--- src/rtl/hamm_pkg.sv ---
// Shared Hamming(7,4) definitions used by the write-path encoder and the read-path decoder.
package hamm_pkg;

  localparam int P1_POS = 1;
  localparam int P2_POS = 2;
  localparam int P4_POS = 4;

  localparam logic PARITY_EVEN = 1'b0;
  localparam logic PARITY_ODD  = 1'b1;

  // Codeword position k lives at bit [k]; data occupies the non-power-of-two positions.
  function automatic logic [7:1] hamm_enc7(input logic [4:1] d, input logic parity_type);
    logic [7:1] c;
    c         = '0;
    c[3]      = d[1];
    c[5]      = d[2];
    c[6]      = d[3];
    c[7]      = d[4];
    c[P1_POS] = d[1] ^ d[2] ^ d[4] ^ parity_type;
    c[P2_POS] = d[1] ^ d[3] ^ d[4] ^ parity_type;
    c[P4_POS] = d[2] ^ d[3] ^ d[4] ^ parity_type;
    return c;
  endfunction

endpackage

--- src/rtl/hamm_skid_buf.sv ---
// Two-entry valid/ready pipeline stage: one output register plus one skid entry.
module hamm_skid_buf #(
  parameter int W = 8
) (
  input  logic         clk,
  input  logic         rst,
  input  logic         s_valid,
  output logic         s_ready,
  input  logic [W-1:0] s_data,
  output logic         m_valid,
  input  logic         m_ready,
  output logic [W-1:0] m_data
);

  logic         sk_valid;
  logic [W-1:0] sk_data;
  logic         accept;
  logic         out_free;

  // s_ready comes straight from a flop so m_ready never reaches the upstream side combinationally.
  assign s_ready  = !sk_valid;
  assign accept   = s_valid && s_ready;
  assign out_free = !m_valid || m_ready;

  always_ff @(posedge clk) begin
    if (rst) begin
      m_valid  <= 1'b0;
      m_data   <= '0;
      sk_valid <= 1'b0;
      sk_data  <= '0;
    end else if (out_free) begin
      if (sk_valid) begin
        m_data   <= sk_data;
        m_valid  <= 1'b1;
        sk_valid <= 1'b0;
      end else begin
        m_valid <= accept;
        if (accept) m_data <= s_data;
      end
    end else if (accept) begin
      sk_valid <= 1'b1;
      sk_data  <= s_data;
    end
  end

endmodule

--- src/rtl/hamm_wr_encoder.sv ---
// Write-path ECC stage: nibble-wise Hamming(7,4) encode, one-shot bit-flip injection,
// skid-buffered output and a delivered-codeword counter.
module hamm_wr_encoder
  import hamm_pkg::*;
#(
  parameter  int DATA_W = 32,
  parameter  int CNT_W  = 16,
  localparam int NIB    = DATA_W / 4,
  localparam int CODE_W = NIB * 7,
  localparam int IDX_W  = $clog2(CODE_W)
) (
  input  logic              clk,
  input  logic              rst,
  input  logic              parity_type,
  input  logic              s_valid,
  output logic              s_ready,
  input  logic [DATA_W-1:0] s_data,
  output logic              m_valid,
  input  logic              m_ready,
  output logic [CODE_W-1:0] m_code,
  input  logic              inject_arm,
  input  logic [IDX_W-1:0]  inject_bit,
  output logic              inject_pend,
  output logic [CNT_W-1:0]  enc_count
);

  logic [CODE_W-1:0] code;
  logic              accept;
  logic              deliver;
  logic              inj_en;

  assign accept  = s_valid && s_ready;
  assign deliver = m_valid && m_ready;
  assign inj_en  = inject_pend || inject_arm;

  // An out-of-range inject_bit matches no position, so nothing flips but the arm is still consumed.
  always_comb begin
    code = '0;
    for (int n = 0; n < NIB; n++) begin
      code[7*n +: 7] = hamm_enc7(s_data[4*n +: 4], parity_type);
    end
    for (int i = 0; i < CODE_W; i++) begin
      if (inj_en && (inject_bit == IDX_W'(i))) code[i] = ~code[i];
    end
  end

  always_ff @(posedge clk) begin
    if (rst) begin
      inject_pend <= 1'b0;
    end else if (accept && inj_en) begin
      inject_pend <= 1'b0;
    end else if (inject_arm) begin
      inject_pend <= 1'b1;
    end
  end

  always_ff @(posedge clk) begin
    if (rst) begin
      enc_count <= '0;
    end else if (deliver) begin
      enc_count <= enc_count + CNT_W'(1);
    end
  end

  hamm_skid_buf #(.W(CODE_W)) u_skid (
    .clk     (clk),
    .rst     (rst),
    .s_valid (s_valid),
    .s_ready (s_ready),
    .s_data  (code),
    .m_valid (m_valid),
    .m_ready (m_ready),
    .m_data  (m_code)
  );

endmodule

--- config.mk ---
export PLATFORM = sky130hd
export DESIGN_NAME = hamm_wr_encoder
export DESIGN_NICKNAME = d
export VERILOG_FILES = /design/src/rtl/hamm_pkg.sv /design/src/rtl/hamm_skid_buf.sv /design/src/rtl/hamm_wr_encoder.sv
export SDC_FILE = /design/constraint.sdc
export NUM_CORES = 1
export LEC_CHECK = 0
export CAP_MARGIN = 20
export CORE_MARGIN = 2
export CORE_UTILIZATION = 56
export DETAILED_ROUTE_END_ITERATION = 10
export GPL_TIMING_DRIVEN = 0
export PLACE_DENSITY_LB_ADDON = 0.1
export SYNTH_ARGS = -nofsm -noshare
export SYNTH_HDL_FRONTEND = slang
export SYNTH_HIERARCHICAL = 1
export SYNTH_SLANG_ARGS = --single-unit
--- constraint.sdc ---
create_clock -name clk -period 3.26 [get_ports clk]
set_clock_uncertainty 0.2 [all_clocks]
set_input_delay 0.489 -clock clk [delete_from_list [all_inputs] [get_ports clk]]
set_output_delay 0.489 -clock clk [all_outputs]
set_load 0.02 [all_outputs]
After elaboration in Yosys (flattened, before gate mapping)
Cells that the tools add are included.
{"block": "totals", "regBits": 131, "inputBits": 44, "output_inout_bits": 75, "word_cells": 319}
{"block": "classes", "n_addsub": 1, "eq_ne": 55, "muxes": 59, "n_bitwise": 129, "n_reduce_logical": 69}
{"cell": "$eq 6x6->1 const B", "count": 24}
{"cell": "$mux 56", "count": 2}
{"cell": "$eq 6x5->1 const B", "count": 16}
{"cell": "$xor 1x1->1", "count": 72}
{"cell": "$logic_and 1x1->1", "count": 59}
{"cell": "$mux 1", "count": 57}
{"cell": "$not 1->1", "count": 57}
{"cell": "$eq 6x4->1 const B", "count": 8}
{"cell": "$eq 6x3->1 const B", "count": 4}
{"cell": "$add 16x1->16 const B", "count": 1}
{"cell": "$eq 6x2->1 const B", "count": 2}
{"cell": "$eq 6x1->1 const B", "count": 1}
{"cell": "$logic_not 6->1", "count": 1}
{"cell": "$reduce_and 2->1", "count": 2}
{"cell": "$reduce_or 2->1", "count": 2}
{"cell": "$logic_not 1->1", "count": 2}
{"cell": "$logic_or 1x1->1", "count": 2}
{"cell": "$reduce_bool 2->1", "count": 1}

Depth between registers and ports, before layout
{"block": "logic_depth", "word_depth": 7, "depth_mapped": 7, "mapped_depth_nobuf": 6}

By module
Netlist, hierarchy kept.
{"mod": "hamm_skid_buf", "n_inst": 1, "cells_per_inst": 510, "area_per_inst_um2": 4769.6, "seq_area_each_um2": 2282.2}
{"mod": "hamm_wr_encoder", "n_inst": 1, "cells_per_inst": 277, "area_per_inst_um2": 2135.8, "seq_area_each_um2": 340.3}

Worst setup path before layout
OpenSTA, ideal clock, no wires.
{"block": "synth_timing", "kind": "input -> register", "startpoint": "in parity_type", "endpoint": "reg u_skid.m_data[35]", "setup_time_ps": 81, "arrival_ps": 1681, "required_ps": 2979, "slack_ps": 1298, "path_stages": 7, "n_path_buf": 1, "cell_sequence": "buf_6 -> xor2_2 -> xnor2_1 -> xnor2_1 -> xnor2_1 -> mux2i_1 -> a211oi_2"}
{"block": "synth_between", "elab_chain_cells": 5}
{"item": "start, declared", "line_no": "hamm_wr_encoder.sv:14", "text": "input logic parity_type,"}
{"item": "$xor 1x1->1 *", "line_no": "hamm_pkg.sv:19", "text": "c[P1_POS] = d[1] ^ d[2] ^ d[4] ^ parity_type;"}
{"item": "$not 1->1", "line_no": "hamm_wr_encoder.sv:43", "text": "if (inj_en && (inject_bit == IDX_W'(i))) code[i] = ~code[i];"}
{"item": "$mux 1 *", "line_no": "hamm_wr_encoder.sv:43"}
{"item": "via code[35]", "line_no": "hamm_wr_encoder.sv:27", "text": "logic [CODE_W-1:0] code;"}
{"item": "$mux 56 *", "line_no": "hamm_skid_buf.sv:38", "text": "if (accept) m_data <= s_data;"}
{"item": "$mux 56 *", "line_no": "hamm_skid_buf.sv:32", "text": "if (sk_valid) begin"}
{"item": "end signal, assigned", "line_no": "hamm_skid_buf.sv:33", "text": "m_data <= sk_data;"}
{"item": "end signal, assigned", "line_no": "hamm_skid_buf.sv:38"}
{"item": "end, declared", "line_no": "hamm_skid_buf.sv:12", "text": "output logic [W-1:0] m_data"}
Mark *: on every way through the listed nets, which the timed path passes. The rest lies on a longest branch. The select of a mux whose other input is x is not followed.
A chain may end at the register's enable or synchronous reset.

Final worst setup path
{"block": "layout_timing", "startpoint": "reg u_skid.sk_valid", "endpoint": "out s_ready"}
{"block": "layout_between", "elab_chain_cells": 1}
{"item": "start, declared", "line_no": "hamm_skid_buf.sv:15", "text": "logic sk_valid;"}
{"item": "start signal, assigned", "line_no": "hamm_skid_buf.sv:29", "text": "sk_valid <= 1'b0;"}
{"item": "start signal, assigned", "line_no": "hamm_skid_buf.sv:35", "text": "sk_valid <= 1'b0;"}
{"item": "start signal, assigned", "line_no": "hamm_skid_buf.sv:41", "text": "sk_valid <= 1'b1;"}
{"item": "$logic_not 1->1", "line_no": "hamm_skid_buf.sv:21", "text": "assign s_ready = !sk_valid;"}
{"item": "end, declared", "line_no": "hamm_wr_encoder.sv:16", "text": "output logic s_ready,"}
Every way passes these cells.

==> results.md <==
- Class of the most critical hold timing path: flip-flop to flip-flop
- Crit path DAT: 2.06 ns
- Port bufs: 117
- DR DRC count: 0
- Vias in the first global route: 6,255
- CP Launch Type: flip-flop
- Maximum clock rate: 363.3 MHz
- Setup CP Type: flip-flop to output pin
- Outcome: completed
- Syn. warnings: 6
- Sequential area share after synthesis: 37.98%
- RSZ-0062 raised after global routing: no
- Routability Congestion: 0.8828
- Post-synth top area cell: dfxtp_1
- Fin util: 73.56%
- Leakage: 2.890 nW
- Area of the core: 12,010 µm²
- Drt total wl: 19,020 µm
- Die height: 115.0 µm
- Hold slack final: 0.2523 ns
- Finished Cell Area: 8836 µm²
- Initial antenna violation count: 0
- CTS root buf: clkbuf_16
- Critical R2R Capture: u_skid/m_data[4]
- Post-CTS resize count: 0
- Ports: 119
- Num CTS Buffers: 17
- Htree depth: 4
- Worst r2r src: inject_pend
- Fin crit period: 2.753 ns
- Worst hold start: u_skid/sk_data[0]
- Async S/R FF share, synth: 0%
- Crit. End Element: output pin
- Vias: 6,151
- Max-cap violations: 0
- Final hold viol count: 0
- Tcrit/Tclk final: 84.44%
- HPWL after DPL: 13,740 µm
- Clock transition at the registers of the reported paths: 0.05 ns
- Drt wl/cell: 17.60 µm
- Starting DRT DRC Count: 590
- Pwr Total: 4.529 mW
- Fin Setup TNS: 0 ns
- Final Slew Violations: 0
- Hold Path Stages: 2
- Max clock buf depth: 2
- Area after DPL: 8260 µm²
- Post-route ant nets: 0
- Area growth syn-to-layout: 27.96%
- Synth top area cells: dfxtp_1, xnor2_1, nand2_1
- Diode count: 0
- Post-layout nets: 968
- DIE AREA: 13,240 µm²
- Yosys reg bits: 131
- # setup viols final: 0
- Clock Latency Late Sink: 0.43 ns
- PwrDens: 512.5 nW/µm²
- Share of post-route cells with drive strength above 1: 12.53%
- Worst IR drop on VDD: 0.0004438 V
- Filler Cells Inserted: 922
- Drt first pass iters: 5
- CP Max Fanout: 10
- Netlist Area Pre-Place: 6905 µm²
- Post-Syn Area per Cell: 8.774 µm²
- Post-synth cell types: 37
- Vias/cell: 5.690
- Post-synth EDFFs: 0
- CTS Hold Bufs: 0
- CTS sink cnt: 131
- Worst EP required: 2.57 ns
- Cells after Synth: 787
- Ys flop type: dfxtp_1
- Slew HR: 26.45%
- GRT overflow: 0
- Largest net degree at the start of global routing: 17
- Slew @ Worst Pin: 1.093 ns
- TritonCTS clock tree: done
- Std-Cell Rows: 40
- R2R depth: 7
- GRT Total Usage: 29.60%
- Area share of the largest cell type after synthesis: 37.98%
- FF-to-FF setup slack: 0.93 ns
- Syn nets: 832
- First-pass GRT wire length: 30,090 µm
- Post-CTS Setup Bufs: 0
- Hold worst-path end: u_skid/sk_data[0]
- Die Width: 115.0 µm
- Starting Density: 57.49%
metal layers:
layer | vias up | track usage (%) | part of all wire, %
met5 | - | 0 | 0
met4 | 0 | 15.82 | 3.7
met3 | 55 | 6.484 | 6.3
met2 | 248 | 50.71 | 50
met1 | 2917 | 34.62 | 40
li1 | 2931 | - | -
through the flow:
step / setup slack [ns] / cells
2_1_floorplan: 1.298 / 787
3_3_place_gp: 0.3541 / 1051
3_5_place_dp: 0.3002 / 1051
4_1_cts: 0.4826 / 1081
5_1_grt: 0.3996 / 1081
6_report: 0.5074 / 1081
state kept, by name, indices dropped and copies added, names as in the netlist:
name,cells
u_skid/sk_data,56
u_skid/sk_valid,1
enc_count,16
u_skid/m_data,56
inject_pend,1
u_skid/m_valid,1
synthesized netlist by cell type, types with 3 or more instances:
master    instances
xor2_2            7
clkbuf_1         21
mux2i_1          56
xor2_1            8
nor3_1           11
dfxtp_1         131
nand4_1           3
nor2_1           28
nor4_1            3
nand3_1           4
a21oi_1         116
a211oi_2         40
buf_1             5
nand2b_1          6
buf_2            23
inv_1             4
xnor2_1          98
nand2_1         177
buf_6             7
a211oi_1         17
placed cells by master, fill, tap and decap left out, types with 2 or more instances in the layout:
cell type / netlist / layout
nand2_1: 177 / 177
buf_6: 7 / 7
buf_1: 5 / 5
inv_1: 4 / 4
nand4_2: 2 / 2
a211oi_2: 40 / 40
a21oi_1: 116 / 116
xnor2_1: 98 / 98
nor4_1: 3 / 3
nor3_2: 2 / 2
nor2_1: 28 / 28
xor2_1: 8 / 8
buf_2: 23 / 23
mux2i_1: 56 / 56
nor3b_2: 2 / 2
mux2_2: 2 / 2
nand4_1: 3 / 3
xor2_2: 7 / 7
clkdlybuf4s50_1: 0 / 117
nor3_1: 11 / 11
clkbuf_8: 0 / 7
clkbuf_16: 0 / 17
nand2b_1: 6 / 6
clkbuf_1: 21 / 24
a211oi_1: 17 / 17
nor2b_1: 2 / 2
dfxtp_1: 131 / 131
nand3_1: 4 / 4
worst max-delay path: stages, from the launching register on:
cell and delay [ns]:
dfxtp_1 0.30, buf_2 0.20, buf_6 0.19, buf_2 0.29
inv_1 0.10, clkdlybuf4s50_1 0.55
worst max path at each step:
stage                               start                end  slack, ns
after floorplan               parity_type  u_skid/m_data[35]       1.30
after global placement                rst  u_skid/sk_data[4]       0.35
after CTS                 u_skid/sk_valid            s_ready       0.48
after detailed placement    inject_bit[1]  u_skid/m_data[16]       0.30
after global routing      u_skid/sk_valid            s_ready       0.40
final                     u_skid/sk_valid            s_ready       0.51
cell type report:
| cell class | count | area (µm²) | area share (%) |
|---|---|---|---|
| multi-input combinational | 595 | 3969 | 44.92 |
| sequential | 131 | 2623 | 29.68 |
| timing repair buffer | 117 | 1171 | 13.25 |
| clock buffer | 27 | 533.0 | 6.032 |
| buffer | 57 | 299.0 | 3.384 |
| tap | 147 | 183.9 | 2.082 |
| clock inverter | 3 | 42.54 | 0.4815 |
| inverter | 4 | 15.01 | 0.1699 |
where the power goes:
group,switching (mW),internal [mW]
combinational,0.514,0.417
clock,0.675,1.18
sequential,0.0498,1.69
total,1.24,3.29
cell families (layout without fill, tap and decap cells):
logic type,Yosys count,count (layout),share of synthesized area [%]
DFF,131,131,37.98
xor gates and xnor gates,115,115,15.89
AOI/OAI and AO/OA,175,175,17.70
adders and majority gates,1,1,0.1812
buffers and inverters,61,208,4.548
and+or+nand+nor,246,246,15.26
muxes,58,58,8.444
Note: power is estimated with default switching activity, not from simulation.
